$ cat src/rtl/dcache_write_buffer.sv
// Line-granular write buffer between the D-cache and slow data memory.
// Queues writebacks, drains them in the background, forwards buffered lines on read hits.
module dcache_write_buffer #(
  parameter int DEPTH  = 4,
  parameter int ADDR_W = 28,
  parameter int LINE_W = 128
) (
  input  logic                    clk,
  input  logic                    proc_reset,
  input  logic                    c_read,
  input  logic                    c_write,
  input  logic [ADDR_W-1:0]       c_addr,
  input  logic [LINE_W-1:0]       c_wdata,
  output logic [LINE_W-1:0]       c_rdata,
  output logic                    c_ready,
  output logic                    mem_read,
  output logic                    mem_write,
  output logic [ADDR_W-1:0]       mem_addr,
  output logic [LINE_W-1:0]       mem_wdata,
  input  logic [LINE_W-1:0]       mem_rdata,
  input  logic                    mem_ready,
  output logic [$clog2(DEPTH):0]  wb_count,
  output logic                    wb_empty
);

  localparam int PTR_W = $clog2(DEPTH);
  localparam int CNT_W = PTR_W + 1;

  typedef enum logic [1:0] {ST_IDLE, ST_WRITE, ST_READ} state_t;

  state_t            state_q, state_d;
  logic [DEPTH-1:0]  valid_q, valid_d;
  logic [ADDR_W-1:0] addr_q [DEPTH];
  logic [LINE_W-1:0] data_q [DEPTH];
  logic [PTR_W-1:0]  head_q, head_d, tail_q, tail_d;
  logic [CNT_W-1:0]  count_q, count_d;
  logic [ADDR_W-1:0] mem_addr_q, mem_addr_d;
  logic [LINE_W-1:0] c_rdata_q, c_rdata_d;
  logic              c_ready_q, c_ready_d;

  logic              live, wr_live, rd_live, hit, coalesce, push, pop, rd_hit, rd_miss;
  logic [PTR_W-1:0]  hit_idx;

  // Scan oldest to youngest so the last match wins: the newest copy of a line.
  always_comb begin : match_scan
    logic [PTR_W-1:0] idx;
    hit     = 1'b0;
    hit_idx = head_q;
    idx     = head_q;
    for (int i = 0; i < DEPTH; i++) begin
      idx = head_q + PTR_W'(i);
      if (valid_q[idx] && (addr_q[idx] == c_addr)) begin
        hit     = 1'b1;
        hit_idx = idx;
      end
    end
  end

  assign live     = (c_read | c_write) & ~c_ready_q;
  assign wr_live  = live & c_write;
  assign rd_live  = live & c_read & ~c_write;
  // The head being written to memory must not change under the transfer.
  assign coalesce = wr_live & hit & ~((state_q == ST_WRITE) & (hit_idx == head_q));
  assign push     = wr_live & ~coalesce & (count_q < CNT_W'(DEPTH));
  assign pop      = (state_q == ST_WRITE) & mem_ready;
  assign rd_hit   = rd_live & hit;
  assign rd_miss  = rd_live & ~hit;

  always_comb begin
    state_d    = state_q;
    mem_addr_d = mem_addr_q;
    c_rdata_d  = c_rdata_q;
    c_ready_d  = coalesce | push | rd_hit;
    head_d     = head_q + PTR_W'(pop);
    tail_d     = tail_q + PTR_W'(push);
    count_d    = count_q + CNT_W'(push) - CNT_W'(pop);
    valid_d    = valid_q;
    if (pop)    valid_d[head_q] = 1'b0;
    if (push)   valid_d[tail_q] = 1'b1;
    if (rd_hit) c_rdata_d = data_q[hit_idx];
    case (state_q)
      ST_IDLE: begin
        // Read misses go ahead of pending drains.
        if (rd_miss) begin
          state_d    = ST_READ;
          mem_addr_d = c_addr;
        end else if (count_q != '0) begin
          state_d    = ST_WRITE;
          mem_addr_d = addr_q[head_q];
        end
      end
      ST_WRITE: begin
        if (mem_ready) state_d = ST_IDLE;
      end
      ST_READ: begin
        if (mem_ready) begin
          state_d   = ST_IDLE;
          c_rdata_d = mem_rdata;
          c_ready_d = 1'b1;
        end
      end
      default: state_d = ST_IDLE;
    endcase
  end

  always_ff @(posedge clk) begin
    if (proc_reset) begin
      state_q    <= ST_IDLE;
      valid_q    <= '0;
      head_q     <= '0;
      tail_q     <= '0;
      count_q    <= '0;
      mem_addr_q <= '0;
      c_rdata_q  <= '0;
      c_ready_q  <= 1'b0;
    end else begin
      state_q    <= state_d;
      valid_q    <= valid_d;
      head_q     <= head_d;
      tail_q     <= tail_d;
      count_q    <= count_d;
      mem_addr_q <= mem_addr_d;
      c_rdata_q  <= c_rdata_d;
      c_ready_q  <= c_ready_d;
    end
  end

  // Entry storage carries no reset; validity is tracked by valid_q.
  always_ff @(posedge clk) begin
    if (push) begin
      addr_q[tail_q] <= c_addr;
      data_q[tail_q] <= c_wdata;
    end else if (coalesce) begin
      data_q[hit_idx] <= c_wdata;
    end
  end

  assign mem_write = (state_q == ST_WRITE);
  assign mem_read  = (state_q == ST_READ);
  assign mem_addr  = mem_addr_q;
  assign mem_wdata = mem_write ? data_q[head_q] : '0;
  assign c_rdata   = c_rdata_q;
  assign c_ready   = c_ready_q;
  assign wb_count  = count_q;
  assign wb_empty  = (count_q == '0) && (state_q == ST_IDLE);

endmodule

$ cat config.mk
export PLATFORM = sky130hd
export DESIGN_NAME = dcache_write_buffer
export DESIGN_NICKNAME = d
export VERILOG_FILES = /design/src/rtl/dcache_write_buffer.sv
export SDC_FILE = /design/constraint.sdc
export NUM_CORES = 1
export LEC_CHECK = 0
export ABC_AREA = 1
export BUFFER_PORTS_ARGS = -buffer_cell sky130_fd_sc_hd__buf_2
export CAP_MARGIN = 5
export CORE_MARGIN = 10
export CORE_UTILIZATION = 50
export DETAILED_ROUTE_END_ITERATION = 6
export HOLD_SLACK_MARGIN = 0.02
export PLACE_DENSITY = 0.71
export SLEW_MARGIN = 40
export SYNTH_ARGS = -nofsm -noshare
export SYNTH_HDL_FRONTEND = slang
export SYNTH_SLANG_ARGS = --single-unit
$ cat constraint.sdc
create_clock -name clk -period 22.1 [get_ports clk]
set_clock_uncertainty 0.15 [all_clocks]
set_input_delay 1.105 -clock clk [delete_from_list [all_inputs] [get_ports clk]]
set_output_delay 1.105 -clock clk [all_outputs]
set_load 0.1 [all_outputs]
== Word-level counts from Yosys, hierarchy flattened ==
Memory sizes are Yosys's and may differ from the RTL's. A register that Yosys moved wholly into a read port is not among the register bits.
Index checks and enable logic that the tools add are counted.

* Bits of input ports: 289
* Memory bits (writable): 624
* Flip-flop bits (word level): 170
* Logic and storage cells: 115
* Memories kept: 2
* Output and inout port bits: 291

* Bitwise logic cells: 23
* Order comparisons: 8
* Reduce and logical (&&, ||, !) cells: 15
* Multiplexer cells: 43
* Equality and inequality tests: 9
* Add/sub/neg operators: 7

{| class="wikitable"
|+ Memory list
! memory !! words !! width !! read ports !! clocked after Yosys merged registers in !! write ports !! line !! text
|-
| data_q || 4 || 128 || 2 || 1 || 1 || 34 || <nowiki>logic [LINE_W-1:0] data_q [DEPTH];</nowiki>
|-
| addr_q || 4 || 28 || 4 || 1 || 1 || 33 || <nowiki>logic [ADDR_W-1:0] addr_q [DEPTH];</nowiki>
|}

{| class="wikitable"
|+ Operators by type and width
! operator !! number
|-
| $mux 128 || 5
|-
| $reduce_or 128->1 || 1
|-
| $eq 28x28->1 || 4
|-
| $mux 28 || 2
|-
| $mux 1 || 18
|-
| $mux 2 || 9
|-
| $lt 2x3->1 const B || 5
|-
| $and 1x1->1 || 12
|-
| $bmux 1 s2 || 4
|-
| $mux 4 || 2
|-
| $logic_and 1x1->1 || 7
|-
| $not 1->1 || 5
|-
| $add 2x1->2 || 2
|-
| $add 2x2->2 const B || 2
|-
| $and 4x4->4 || 1
|-
| $demux 1 s2 || 2
|-
| $ge 2x1->1 const B || 2
|-
| $not 4->4 || 1
|-
| $or 4x4->4 || 1
|-
| $pmux 2 s2 || 1
|-
| $reduce_and 2->1 || 2
|-
| $add 3x1->3 || 1
|-
| $logic_not 3->1 || 1
|-
| $lt 3x3->1 const B || 1
|-
| 12 further kinds || 14
|}

== Logic depth before layout (Yosys ltp) ==
* Word-level depth: 18
* Gate-level depth with buffers: 37
* Depth with buffers taken out: 28

== Least setup slack after synthesis ==
No wires, ideal clock.

* Kind: register -> register
* From: register head_q[0]
* To: memory data_q[1][0] (enable)
* Arrival: 9.179 ns
* Clock period less this slack: 9.946 ns
* Buffers on the path: 11
* Data required time: 21.334 ns
* Cell stages (with the launch flop): 31
* Path slack: 12.154 ns
* Setup time: 0.616 ns
* Cells stage by stage: dfxtp_1 -> buf_4 -> inv_4 -> buf_6 -> buf_6 -> clkbuf_1 -> clkbuf_1 -> clkbuf_1 -> ha_1 -> buf_2 -> inv_2 -> buf_4 -> buf_2 -> nand3_1 -> nand3_1 -> nand2_1 -> nor2_1 -> nand2_1 -> nor2_1 -> nand2_1 -> nor2_2 -> nand2_2 -> nand2_1 -> nand2_1 -> nand2_4 -> inv_2 -> buf_4 -> buf_4 -> nand3_1 -> nand3_1 -> nor2_1

* Word-level cells in the longest chain between the ends: 18
* Elaborated cells between the ends (all ways): 42
* Classes of those cells: add/sub (3); eq/ne (4); mux (22); bitwise (7); reduce/logical (5); memory (1)

{| class="wikitable"
|+ Ends and longest elaborated chain
! item !! line !! text
|-
| start: declaration || 35 || <nowiki>logic [PTR_W-1:0] head_q, head_d, tail_q, tail_d;</nowiki>
|-
| start signal: assignment || 110 || <nowiki>head_q <= '0;</nowiki>
|-
| start signal: assignment || 119 || <nowiki>head_q <= head_d;</nowiki>
|-
| $add 2x1->2 || 51 || <nowiki>idx = head_q + PTR_W'(i);</nowiki>
|-
| $mem_v2 4x28 or $bmux 1 s2 (tied branches) || -- ||
|-
| $eq 28x28->1 or $mux 1 (tied branches) || 52 || <nowiki>if (valid_q[idx] && (addr_q[idx] == c_addr)) begin</nowiki>
|-
| $logic_and 1x1->1 || 52 ||
|-
| $mux 2 (3 in a row) || 52 ||
|-
| $eq 2x2->1 || 63 || <nowiki>assign coalesce = wr_live & hit & ~((state_q == ST_WRITE) & (hit_idx == head_q));</nowiki>
|-
| $and 1x1->1 || 63 ||
|-
| $not 1->1 || 63 ||
|-
| $and 1x1->1 || 63 ||
|-
| $not 1->1 || 64 || <nowiki>assign push = wr_live & ~coalesce & (count_q < CNT_W'(DEPTH));</nowiki>
|-
| $and 1x1->1 (2 in a row) || 64 ||
|-
| $mux 1 || 130 || <nowiki>if (push) begin</nowiki>
|-
| $mux 1 (implied by the code) || 134 || <nowiki>data_q[hit_idx] <= c_wdata;</nowiki>
|-
| $reduce_or 128->1 (no source line) || -- ||
|-
| $mux 2 (no source line) or $mux 1 (tied branches) || -- ||
|-
| end: declaration || 34 ||
|}

Parallel ways exist; a longest one is shown, timed or not. The select of a mux whose other input is x is not followed.

== Worst setup path in the final report ==
* From: register head_q[1]
* To: memory data_q[2][40] (enable)

Same word-level chain as after synthesis.

==> impl_results.md <==
* Max Fclk at 0.127 GHz
* Power Total at 0.00553 W
* Crit-path max cell delay at 0.81 ns
* Routed len/inst at 23.1 um
* Seq/Total Area, Yosys at 55.9%
* DRC Markers at 17
* Synth Area in Simple Gates at 19.6%
* Setup CP Type: reg -> reg
* Multiplexer share of the synthesized area at 0%
* Delay-heaviest family, CP: buffers and inverters
* Final Hold Viols at 0
* Layout overhead on the synthesized area at 15.9%
* Mean area per synthesized cell at 8.56 um2
* Synth Area in Compound Gates at 18.0%
* Beginning of the worst hold path: valid_q[3]$_SDFF_PP0_
* R2R cell count at 24
* Slowest CP cell: dfxtp_4
* Die Height at 302 um
* Tmin final at 7.85 ns
* Flops & latches, synth at 794
* Largest net degree at the start of global routing at 129
* Most used DFF post-synth: edfxtp_1
* Worst-Margin Slew at 0.909 ns
* RSZ-0062 raised after global routing: no
* Core area at 78700 um2
* Remaining antenna violation count at 0
* Die Span X at 302 um
* Area after DPL at 42900 um2
* Arrival @ worst endpoint at 7.95 ns
* Fin. max-slew vios at 0
* Routed wire length at 143 mm
* Top cells by count, synth: 985 x nand2_1, 624 x edfxtp_1, 532 x nor2_1
* Drt first pass iters at 7
* Async S/R FF share, synth at 0%
* Final nets at 5322
* Top-count cell post-synth: nand2_1
* Vias post-DR at 36200
* Hold_buf cts at 0
* Maximum VDD drop at 103 uV
* PostCTS Resize Cnt at 0
* Port bufs at 579
* Status: complete, but fails checks
* Final WS setup at 14.25 ns
* Number of global-route vias before repair at 33800
* Clk sinks at 794
* Post-Synth XOR/XNOR Area at 0.353%
* DR iter-0 viols at 4109
* TNS Setup at 0 ns
* Crit Path Max Fanout at 71
* Placer Congestion at 1.00
* Power per cell area at 120 nW/um2
* First-pass GRT wire length at 210 mm
* H-tree depth at 3
* Synth Warn # at 0
* RR Startpoint: head_q[1]$_SDFF_PP0_
* Root buf cell: clkbuf_16
* Finished Cell Area at 46000 um2
* Grt ovf at 0
* CTS Buffer Depth at 3
* # IOs at 580
* Most used cell, CP: nand2_1
* TritonCTS clock tree: yes
* Hold depth at 2
* Post-Syn Nets at 4932
* Critical path required time at 22.21 ns
* MaxCap Viol Count at 0
* Adder-Cell Fraction of Synth Area at 0.398%
* Failing checks: design-rule violations
* Slew HR at 39.4%
* Postcts setup bufs at 0
* Final worst path period share at 35.5%
* Largest area contributor in the netlist: edfxtp_1
* Worst skew pair latency at 0.65 ns
* Full die area at 90900 um2
* Initial antenna violation count at 37
* CP Launch Type: flop
* Post-synth EDFFs at 624
* Layout cells sized above 1 at 15.4%
* WP depth at 24
* Syn Inst Count at 4631
* Leak at 18.0 nW
* Rows at 103
* Pre-CTS setup slack at 14.18 ns
* Synth Cell Area at 39600 um2
* Overall Global Routing Usage at 30.0%
* Share of the synthesized area in the top cell type at 47.3%
* Final number of setup-violating endpoints at 0
* Largest family of logic cells by synthesized area: simple AND/OR/NAND/NOR gates
* Crit. End Element: flop
* Hold Path Class: reg -> reg
* Sequence of cells on the critical path: inv_6 -> ha_2 -> buf_4 -> inv_2 -> buf_4 -> nand3_1 -> nand2_1 -> nand2_1 -> nand2_1 -> nor2_1 -> nand2_1 -> nor2_1 -> nand2_1 -> nor2_2 -> nand3_1 -> nand3_1 -> nand2_8 -> inv_4 -> nand3_1 -> nand2_1 -> inv_1 -> nor2_4 -> buf_6 -> buf_6
* DR vias/cell at 5.87
* Post-DP HPWL at 95.2 mm
* Synth top area cells: edfxtp_1 47%, nand2_1 9.3%, dfxtp_1 8.6%
* Worst Path Buf+Inv at 8
* Crit path from: head_q[1]$_SDFF_PP0_
* Post-layout util at 58.4%
* Yosys cell types at 38
* Clock-pin slew on the worst setup and hold paths at 0.06 ns
* Number of CTS-inserted buffers at 86
* Starting Density at 50.3%
-- worst register-to-register path: cells and delay by family, from the launching register on --
family,cells,cell delay (ns)
adders and majority gates,1,0.47
buffers and inverters,8,3.55
DFF,1,0.81
and+or+nand+nor,15,2.39
-- final timing paths --
| kind | slack (ns) | endpoint |
|---|---|---|
| worst min-delay path | 0.32 | valid_q[3]$_SDFF_PP0_ |
| worst min register to register | 0.32 | valid_q[3]$_SDFF_PP0_ |
| worst max register to register | 14.25 | data_q[2][40]$_DFFE_PP_ |
| worst max-delay path | 14.25 | data_q[2][40]$_DFFE_PP_ |
-- metal layers --
metal  global-route usage [%]  vias up  routed length [um]  share of wire [%]
met5                        0        -                 217               0.15
met4                     13.6       34                6510                4.6
met3                     6.66      343               13400                9.4
met2                     47.8     1767               66900                 47
met1                     38.7    17200               55700                 39
li1                         -    16900                   -                  -
-- layout make-up --
class                           instances  area, um2
Timing Repair Buffer                  622       3420
Multi-Input combinational cell       3299      15300
Fill cell                            7017      32800
Clock buffer                          124       2430
Clock inverter                         38        439
Tap cell                             1050       1310
Sequential cell                       794      22100
Inverter                              218        850
Antenna cell                           26       65.1
-- flip-flops by register name (all words and copies together) (netlist names) --
| name | cells |
|---|---|
| data_q | 512 |
| c_rdata | 128 |
| addr_q | 112 |
| mem_addr | 28 |
| valid_q | 4 |
| wb_count | 3 |
| head_q | 2 |
| state_q | 2 |
| tail_q | 2 |
| c_ready | 1 |
-- placed cells by master, fill, tap and decap left out, drive strengths merged, types with 130 or more instances in the layout --
master and count:
buf 622, nand3 323, dfxtp 170, inv 214, nor2 535, o211ai 130
o21ai 700, edfxtp 624, nand2 988, a21oi 523
-- power by group --
part	total, W	internal (W)	leakage, nW	switching, W
Combinational	0.00224	0.000413	9.55	0.00182
Clock	0.00144	0.000841	1.38	0.000602
Sequential	0.00185	0.00178	7.08	0.0000689
-- cell families (layout without fill, tap and decap cells) --
group	count (synthesis)	count (layout)
xor gates and xnor gates	16	16
adders and majority gates	12	12
DFF	794	794
AOI/OAI and AO/OA	1354	1354
and+or+nand+nor	1917	1917
other	0	26
buffers and inverters	538	1002
-- stage by stage --
| step | hold slack, ns | instances |
|---|---|---|
| after CTS | 0.317 | 6142 |
| after floorplan | 0.287 | 4631 |
| final | 0.316 | 6171 |
| after global routing | 0.344 | 6160 |
| after detailed placement | 0.309 | 5980 |
| after global placement | 0.311 | 5977 |
(Power assumes the default switching activity.)
